<file path="src/rtl/seq_multiplier_param_if.sv">
// Handshake bundle for seq_multiplier_param: request/operands in, busy/done/result out.
// With MULT_ACC_EN defined the bundle also carries the acc_en request bit.
interface seq_multiplier_param_if #(
  parameter int WIDTH = 16
);
  logic                 start;
  logic                 signed_mode;
  logic [WIDTH-1:0]     operand_a;
  logic [WIDTH-1:0]     operand_b;
`ifdef MULT_ACC_EN
  logic                 acc_en;
`endif
  logic                 busy;
  logic                 done;
  logic [2*WIDTH-1:0]   result;

  modport master (
    output start, signed_mode, operand_a, operand_b,
`ifdef MULT_ACC_EN
    output acc_en,
`endif
    input  busy, done, result
  );

  modport slave (
    input  start, signed_mode, operand_a, operand_b,
`ifdef MULT_ACC_EN
    input  acc_en,
`endif
    output busy, done, result
  );
endinterface

</file>
<file path="src/rtl/seq_multiplier_param.sv">
// Sequential shift-add multiplier, WIDTH x WIDTH -> 2*WIDTH, BITS_PER_CYCLE multiplier bits per step.
// Optional MULT_ACC_EN macro adds acc_en: result accumulates the signed product instead of replacing it.
module seq_multiplier_param #(
  parameter int WIDTH          = 16,
  parameter int BITS_PER_CYCLE = 1
) (
  input  logic                  sys_clk,
  input  logic                  sys_rst,
  seq_multiplier_param_if.slave bus
);

  localparam int STEPS = WIDTH / BITS_PER_CYCLE;
  localparam int PW    = 2 * WIDTH;
  localparam int CNT_W = (STEPS > 1) ? $clog2(STEPS) : 1;
  localparam logic [CNT_W-1:0] LAST_STEP = CNT_W'(STEPS - 1);

  typedef enum logic [1:0] {IDLE, MUL, FIX} state_t;

  state_t                state_q, state_d;
  logic                  load_en, step_en, fix_en;
  logic [WIDTH-1:0]      a_mag_q;
  logic [PW-1:0]         b_sh_q;
  logic [PW-1:0]         partial_q;
  logic [CNT_W-1:0]      count_q;
  logic                  sign_q;
  logic                  done_q;
  logic [PW-1:0]         result_q;
  logic signed [PW-1:0]  product_s;
`ifdef MULT_ACC_EN
  logic                  acc_q;
`endif

  // Two's-complement magnitude; the most-negative value maps to 2^(WIDTH-1), still exact in WIDTH bits.
  function automatic logic [WIDTH-1:0] magnitude(input logic [WIDTH-1:0] v, input logic sm);
    return (sm && v[WIDTH-1]) ? -v : v;
  endfunction

  function automatic logic signed [PW-1:0] apply_sign(input logic [PW-1:0] p, input logic neg);
    return neg ? $signed(-p) : $signed(p);
  endfunction

  always_ff @(posedge sys_clk) begin
    if (sys_rst) state_q <= IDLE;
    else         state_q <= state_d;
  end

  always_comb begin
    state_d = state_q;
    case (state_q)
      IDLE:    if (bus.start) state_d = MUL;
      MUL:     if (count_q == LAST_STEP) state_d = FIX;
      FIX:     state_d = IDLE;
      default: state_d = IDLE;
    endcase
  end

  always_comb begin
    load_en  = (state_q == IDLE) && bus.start;
    step_en  = (state_q == MUL);
    fix_en   = (state_q == FIX);
    bus.busy = (state_q == MUL) || (state_q == FIX);
  end

  assign product_s  = apply_sign(partial_q, sign_q);
  assign bus.done   = done_q;
  assign bus.result = result_q;

  // Operand capture and one multiplier digit per MUL cycle; b is pre-shifted so no count*BPC shifter is needed.
  always_ff @(posedge sys_clk) begin
    if (sys_rst) begin
      a_mag_q   <= '0;
      b_sh_q    <= '0;
      partial_q <= '0;
      count_q   <= '0;
      sign_q    <= 1'b0;
      done_q    <= 1'b0;
      result_q  <= '0;
`ifdef MULT_ACC_EN
      acc_q     <= 1'b0;
`endif
    end else begin
      done_q <= fix_en;
      if (load_en) begin
        a_mag_q   <= magnitude(bus.operand_a, bus.signed_mode);
        b_sh_q    <= PW'(magnitude(bus.operand_b, bus.signed_mode));
        sign_q    <= bus.signed_mode & (bus.operand_a[WIDTH-1] ^ bus.operand_b[WIDTH-1]);
        partial_q <= '0;
        count_q   <= '0;
`ifdef MULT_ACC_EN
        acc_q     <= bus.acc_en;
`endif
      end
      if (step_en) begin
        partial_q <= partial_q + b_sh_q * PW'(a_mag_q[BITS_PER_CYCLE-1:0]);
        b_sh_q    <= b_sh_q << BITS_PER_CYCLE;
        a_mag_q   <= a_mag_q >> BITS_PER_CYCLE;
        count_q   <= count_q + 1'b1;
      end
      // FIX -> IDLE: the only point where result moves.
      if (fix_en) begin
`ifdef MULT_ACC_EN
        result_q <= acc_q ? result_q + product_s : product_s;
`else
        result_q <= product_s;
`endif
      end
    end
  end

endmodule

</file>
<file path="src/flat_wrapper.sv">
// flat-port wrapper written by rule: the top's interface ports become plain ports
module seq_multiplier_param_flat 
#(
  parameter int WIDTH          = 16,
  parameter int BITS_PER_CYCLE = 1
)
  (sys_clk, sys_rst, bus_start, bus_signed_mode, bus_operand_a, bus_operand_b, bus_busy, bus_done, bus_result);
  seq_multiplier_param_if #(.WIDTH(WIDTH)) bus_i ();
  input  logic sys_clk;
  input  logic sys_rst;
  input wire logic [$bits(bus_i.start)-1:0] bus_start;
  input wire logic [$bits(bus_i.signed_mode)-1:0] bus_signed_mode;
  input wire logic [$bits(bus_i.operand_a)-1:0] bus_operand_a;
  input wire logic [$bits(bus_i.operand_b)-1:0] bus_operand_b;
  output wire logic [$bits(bus_i.busy)-1:0] bus_busy;
  output wire logic [$bits(bus_i.done)-1:0] bus_done;
  output wire logic [$bits(bus_i.result)-1:0] bus_result;
  assign bus_i.start = bus_start;
  assign bus_i.signed_mode = bus_signed_mode;
  assign bus_i.operand_a = bus_operand_a;
  assign bus_i.operand_b = bus_operand_b;
  assign bus_busy = bus_i.busy;
  assign bus_done = bus_i.done;
  assign bus_result = bus_i.result;
  seq_multiplier_param #(.WIDTH(WIDTH), .BITS_PER_CYCLE(BITS_PER_CYCLE)) u_core (.sys_clk(sys_clk), .sys_rst(sys_rst), .bus(bus_i));
endmodule
</file>
<file path="config.mk">
export PLATFORM = sky130hd
export DESIGN_NAME = seq_multiplier_param_flat
export DESIGN_NICKNAME = d
export VERILOG_FILES = /design/src/rtl/seq_multiplier_param_if.sv /design/src/rtl/seq_multiplier_param.sv /design/src/flat_wrapper.sv
export SDC_FILE = /design/constraint.sdc
export NUM_CORES = 1
export LEC_CHECK = 0
export CAP_MARGIN = 30
export CELL_PAD_IN_SITES_DETAIL_PLACEMENT = 0
export CELL_PAD_IN_SITES_GLOBAL_PLACEMENT = 1
export CORE_MARGIN = 8
export CORE_UTILIZATION = 35
export DETAILED_ROUTE_END_ITERATION = 10
export PLACE_DENSITY = 0.67
export SYNTH_ARGS = -nofsm -noshare
export SYNTH_HDL_FRONTEND = slang
export SYNTH_SLANG_ARGS = --single-unit
</file>
<file path="constraint.sdc">
create_clock -name sys_clk -period 8.87 [get_ports sys_clk]
set_clock_uncertainty 0.2 [all_clocks]
set_input_delay 1.774 -clock sys_clk [delete_from_list [all_inputs] [get_ports sys_clk]]
set_output_delay 1.774 -clock sys_clk [all_outputs]
set_load 0.05 [all_outputs]
</file>
Word level (Yosys, flattened, before mapping)
Index checks and enable logic that the tools add are counted.
W data, S select, Z words.
Storage, ports and cells
  input port bits: 36
  flip-flop bits (word level): 120
  logic and storage cells: 45
Operators by class
  eq/ne operators: 5
  mux-type cells: 14
  bitwise gates (word level): 2
  multiply operators: 1
  reduce and logical (&&, ||, !) cells: 8
  add/sub/neg operators: 5
Operators with widths (number)
  $mux W32: 5
  $add A32 B32 Y32: 1
  $mul A32 B1 Y32: 1
  $mux W16: 2
  $neg A16 Y16: 2
  $neg A32 Y32: 1
  $mux W15: 2
  $mux W4: 2
  $add A4 B1 Y4 const B: 1
  $eq A4 B4 Y1 const B: 1
  $mux W2: 2
  $ne A2 B2 Y1 const B: 2
  $pmux W2 S2: 1
  $logic_and A1 B1 Y1: 3
  $eq A2 B1 Y1 const B: 1
  $eq A2 B2 Y1 const B: 1
  $logic_not A2 Y1: 1
  $reduce_and A2 Y1: 1
  $reduce_bool A2 Y1: 1
  $reduce_or A2 Y1: 1
  $and A1 B1 Y1: 1
  $logic_or A1 B1 Y1: 1
  $xor A1 B1 Y1: 1

Logic depth before layout (Yosys ltp)
  word-level depth: 4
  depth in mapped cells: 12

Least setup slack after synthesis
Ideal clock, no wire load.
  path type: input to register
  start: input bus_operand_a[9]
  end: register u_core.a_mag_q[13]
  setup slack: 5.531 ns
  library setup time: 0.070 ns
  buffers on the path: 0
  stages on the path: 7
  data arrival time: 3.069 ns
  data required time: 8.600 ns
  cells stage by stage: or3_1 -> nor4_1 -> nand2_1 -> nand3_1 -> xnor2_1 -> a211o_1 -> a21oi_1
Between the ends
  longest elaborated chain between the ends: 4
RTL lines
  from (decl): RTL line flat_wrapper.sv:13  | input wire logic [$bits(bus_i.operand_a)-1:0] bus_operand_a;
  $neg A16 Y16: RTL line seq_multiplier_param.sv:35  | return (sm && v[WIDTH-1]) ? -v : v;
  $mux W16: RTL line seq_multiplier_param.sv:35
  $mux W15: RTL line seq_multiplier_param.sv:83  | if (load_en) begin
  $mux W15: RTL line seq_multiplier_param.sv:93  | if (step_en) begin
  to (signal assigned): RTL line seq_multiplier_param.sv:84  | a_mag_q <= magnitude(bus.operand_a, bus.signed_mode);
  to (signal assigned): RTL line seq_multiplier_param.sv:96  | a_mag_q <= a_mag_q >> BITS_PER_CYCLE;
  to (decl): RTL line seq_multiplier_param.sv:21  | logic [WIDTH-1:0] a_mag_q;
Every way passes these cells. The select of a mux whose other input is x is not followed.
A chain may end at the register's enable or synchronous reset.

Final worst setup path
  start: register u_core.state_q[1]
  end: output bus_busy
Between the ends
  longest elaborated chain between the ends: 2
  elaborated cells between the ends (all ways): 3
  classes of those cells: 2 x eq/ne; 1 x reduce/logical
RTL lines
  from (decl): RTL line seq_multiplier_param.sv:19  | state_t state_q, state_d;
  from (signal assigned): RTL line seq_multiplier_param.sv:44  | else state_q <= state_d;
  $eq A2 B1 Y1 or $eq A2 B2 Y1 (tied branches): RTL line seq_multiplier_param.sv:61  | bus.busy = (state_q == MUL) || (state_q == FIX);
  $logic_or A1 B1 Y1 *: RTL line seq_multiplier_param.sv:61
  to (decl): RTL line flat_wrapper.sv:15  | output wire logic [$bits(bus_i.busy)-1:0] bus_busy;
Mark *: on every way between the ends. The rest lies on a longest branch, timed or not.

==> metrics.yaml <==
run_status:
  status: "finished, final reports clean"
grt:
  antenna_found_initial: 0
  grt_pass1_vias: 6431
  grt_pass1_wl_um: 32300
  grt_usage_pct: 14.84
  grt_max_degree: 80
  grt.overflow.total: 0
clock_tree:
  cts_root_buffer: "clkbuf_16"
  path_clk_slew_ns: 0.06
  post-cts-setup-buffer-count: 0
  cts_made_buffers: 17
  clk_latency_ns: 0.42
  cts_resized: 0
  cts_tree: "yes"
  cts_sinks: 120
  h-tree-depth: 4
  ctsHoldBuffers: 0
  clockBufferDepth: 2
die:
  core_region_area_um2: 21090
  start_util_pct: 35.67
  fp.dieW_um: 162.6
  floorplan.die_area_um2: 26440
  fp-row-count: 53
  ioPinCount: 70
  die_h_um: 162.6
power_and_ir_drop:
  vdd_drop_max_uv: 205.6
  p_leak_nw: 3.493
  pwr_density_cell_nw_per_um2: 244.0
critical_path:
  reg2regPathDepth: 12
  r2r_start: "u_core.a_mag_q[0]$_SDFFE_PP0P_"
  cpMaxStageDelayCell: "clkdlybuf4s50_1"
  rrSetupSlack_ns: 5.21
  critPathLaunchType: "flop"
  r2r-end: "u_core.partial_q[28]$_SDFFE_PP0P_"
  cp_cell_sequence: "inv_1 -> ha_1 -> clkdlybuf4s50_1"
  required_ns: 6.90
  crit_type: "flop to output pin"
  worstPathArrival_ns: 1.93
  max_stage_delay_ns: 0.80
  cp-end-kind: "output pin"
  crit_fanout: 3
hold_path:
  hp-start: "u_core.bus.result[26]$_SDFFE_PP0P_"
  hold_depth: 2
  whs_endpoint: "u_core.bus.result[26]$_SDFFE_PP0P_"
  hold_path_class: "flop to flop"
yosys:
  syn_area_um2: 7522
  synthTopCellsByArea: "dfxtp_1 (32%), nor2_1 (7.6%), a21oi_1 (7.0%)"
  synth-compound-area-share_pct: 23.54
  synth_edf_count: 0
  synth.most_common_cell: "nor2_1"
  synth_cells: 982
  synthSimpleGateAreaFrac_pct: 23.64
  yosysTopAreaCellShare_pct: 31.94
  synthFlopType: "dfxtp_1"
  synth_top_family_by_area: "simple AND/OR/NAND/NOR gates"
  yosysSeqAreaShare_pct: 31.94
  synthDistinctLibCells: 54
  synth_fa_ha_area_share_pct: 6.753
  synth_xor_area_share_pct: 9.315
  avgSynthCellArea_um2: 7.660
  synthArstFlopShare_pct: 0
  synth_warnings: 0
  synth.mux.area_fraction_pct: 0.9315
  ys_ff_latch: 120
  synth_common_cells: "nor2_1 (152), dfxtp_1 (120), a21oi_1 (105)"
  yosys.area.top_type: "dfxtp_1"
  synth.net_count: 1058
run:
  drv_cap: 0
placement:
  place_congestion: 0.8171
  place_hpwl_um: 13990
  place_ws_ns: 4.744
  port-buffer-count: 69
timing:
  fin_ws_ns: 4.969
  finalSetupViolations: 0
  setup-tns-final_ns: 0
  finalMaxSlewViolations: 0
  finalHoldViolCount: 0
  tightest_slew_ns: 0.8836
  grt_setup_unrepaired: "false"
  fmax_ghz: 0.2563
  slew_headroom_pct: 41.10
  fin_crit_ns: 3.901
  post-route-period-util_pct: 43.98
routing:
  viasPerCell: 5.120
  wire_per_inst_um: 14.61
  drc: 0
  dr.pass1.iters: 4
  drt_iter0_markers: 295
  detail_route.wirelength_um: 19070
  num_vias: 6681
  ant_nets: 0
layout:
  nets: 1094
  synthToLayoutAreaGrowth_pct: 20.03
  layout-drive-gt1-share_pct: 5.728
  n_antenna_cell: 0
layout make-up:
| class | count | area (µm²) |
|---|---|---|
| Inverter | 17 | 63.81 |
| Clock inverter | 11 | 147.6 |
| Multi-Input combinational cell | 784 | 4838 |
| Tap cell | 275 | 344.1 |
| Sequential cell | 120 | 2402 |
| Clock buffer | 20 | 456.7 |
| Fill cell | 2246 | 12060 |
| Timing Repair Buffer | 78 | 775.7 |
kinds of logic after synthesis:
family,after synthesis
AO/OA/AOI/OAI,283
XOR/XNOR,80
adder cells (fa/ha/maj),40
buffers and inverters,78
flip-flops,120
multiplexers,7
AND/OR/NAND/NOR,374
registers in the layout, summed over array words and instances (netlist names):
register           cells
u_core.b_sh_q         32
u_core.bus.result     32
u_core.partial_q      32
u_core.a_mag_q        16
u_core.count_q         4
u_core.state_q         2
u_core.bus.done        1
u_core.sign_q          1
cells in the final DEF (no fill, tap or decap), types with 19 or more instances in the layout:
cell	count
nand3_1	19
o21ai_0	48
nor2_1	152
ha_1	37
xor2_1	50
nand2_1	73
a211oi_1	48
xnor2_1	30
and2_1	33
dfxtp_1	120
a21oi_1	105
and3_1	24
clkdlybuf4s50_1	68
layer usage:
| metal | up-vias | GRT usage, % | share of wire (%) | routed length (µm) |
|---|---|---|---|---|
| met2 | 98 | 22.20 | 42 | 7915 |
| met4 | 0 | 5.004 | 1.1 | 218 |
| met5 | - | 0 | 0 | 0 |
| met3 | 18 | 3.109 | 3.8 | 732 |
| li1 | 3573 | - | - | - |
| met1 | 2992 | 20.76 | 54 | 10210 |
worst max-delay path: cells and delay by family, from the launching register on:
| kind | cells | cell delay (ns) |
|---|---|---|
| flip-flops | 1 | 0.35 |
| buffers and inverters | 2 | 0.89 |
| adder cells (fa/ha/maj) | 1 | 0.27 |
report_power, final:
group          internal (W)  switching [W]
combinational      0.000274       0.000509
clock              0.000455       0.000253
sequential         0.000646      0.0000660
through the flow:
stage	cell area, µm²	std cells	hold slack [ns]	power, W	utilization, %
after floorplan	7522	982	0.2322	0.001289	-
after global placement	8397	1273	0.2396	0.001511	39.82
after detailed placement	8424	1274	0.2412	0.001517	39.95
after CTS	9029	1305	0.2494	0.002236	42.81
after global routing	9029	1305	0.2859	0.002346	42.81
final	9029	1305	0.2526	0.002203	42.81
worst max-delay path by stage:
stage	start	end	slack, ns	cells after the start
global placement	sys_rst	u_core.partial_q[30]$_SDFFE_PP0P_	4.76	5
CTS	u_core.state_q[1]$_SDFFE_PP0P_	bus_busy	4.93	3
finish	u_core.state_q[1]$_SDFFE_PP0P_	bus_busy	4.97	3
floorplan	bus_operand_a[9]	u_core.a_mag_q[13]$_SDFFE_PP0P_	5.53	7
global route	u_core.state_q[1]$_SDFFE_PP0P_	bus_busy	4.88	3
detailed placement	sys_rst	u_core.partial_q[30]$_SDFFE_PP0P_	4.74	5
(Power assumes the default switching activity.)
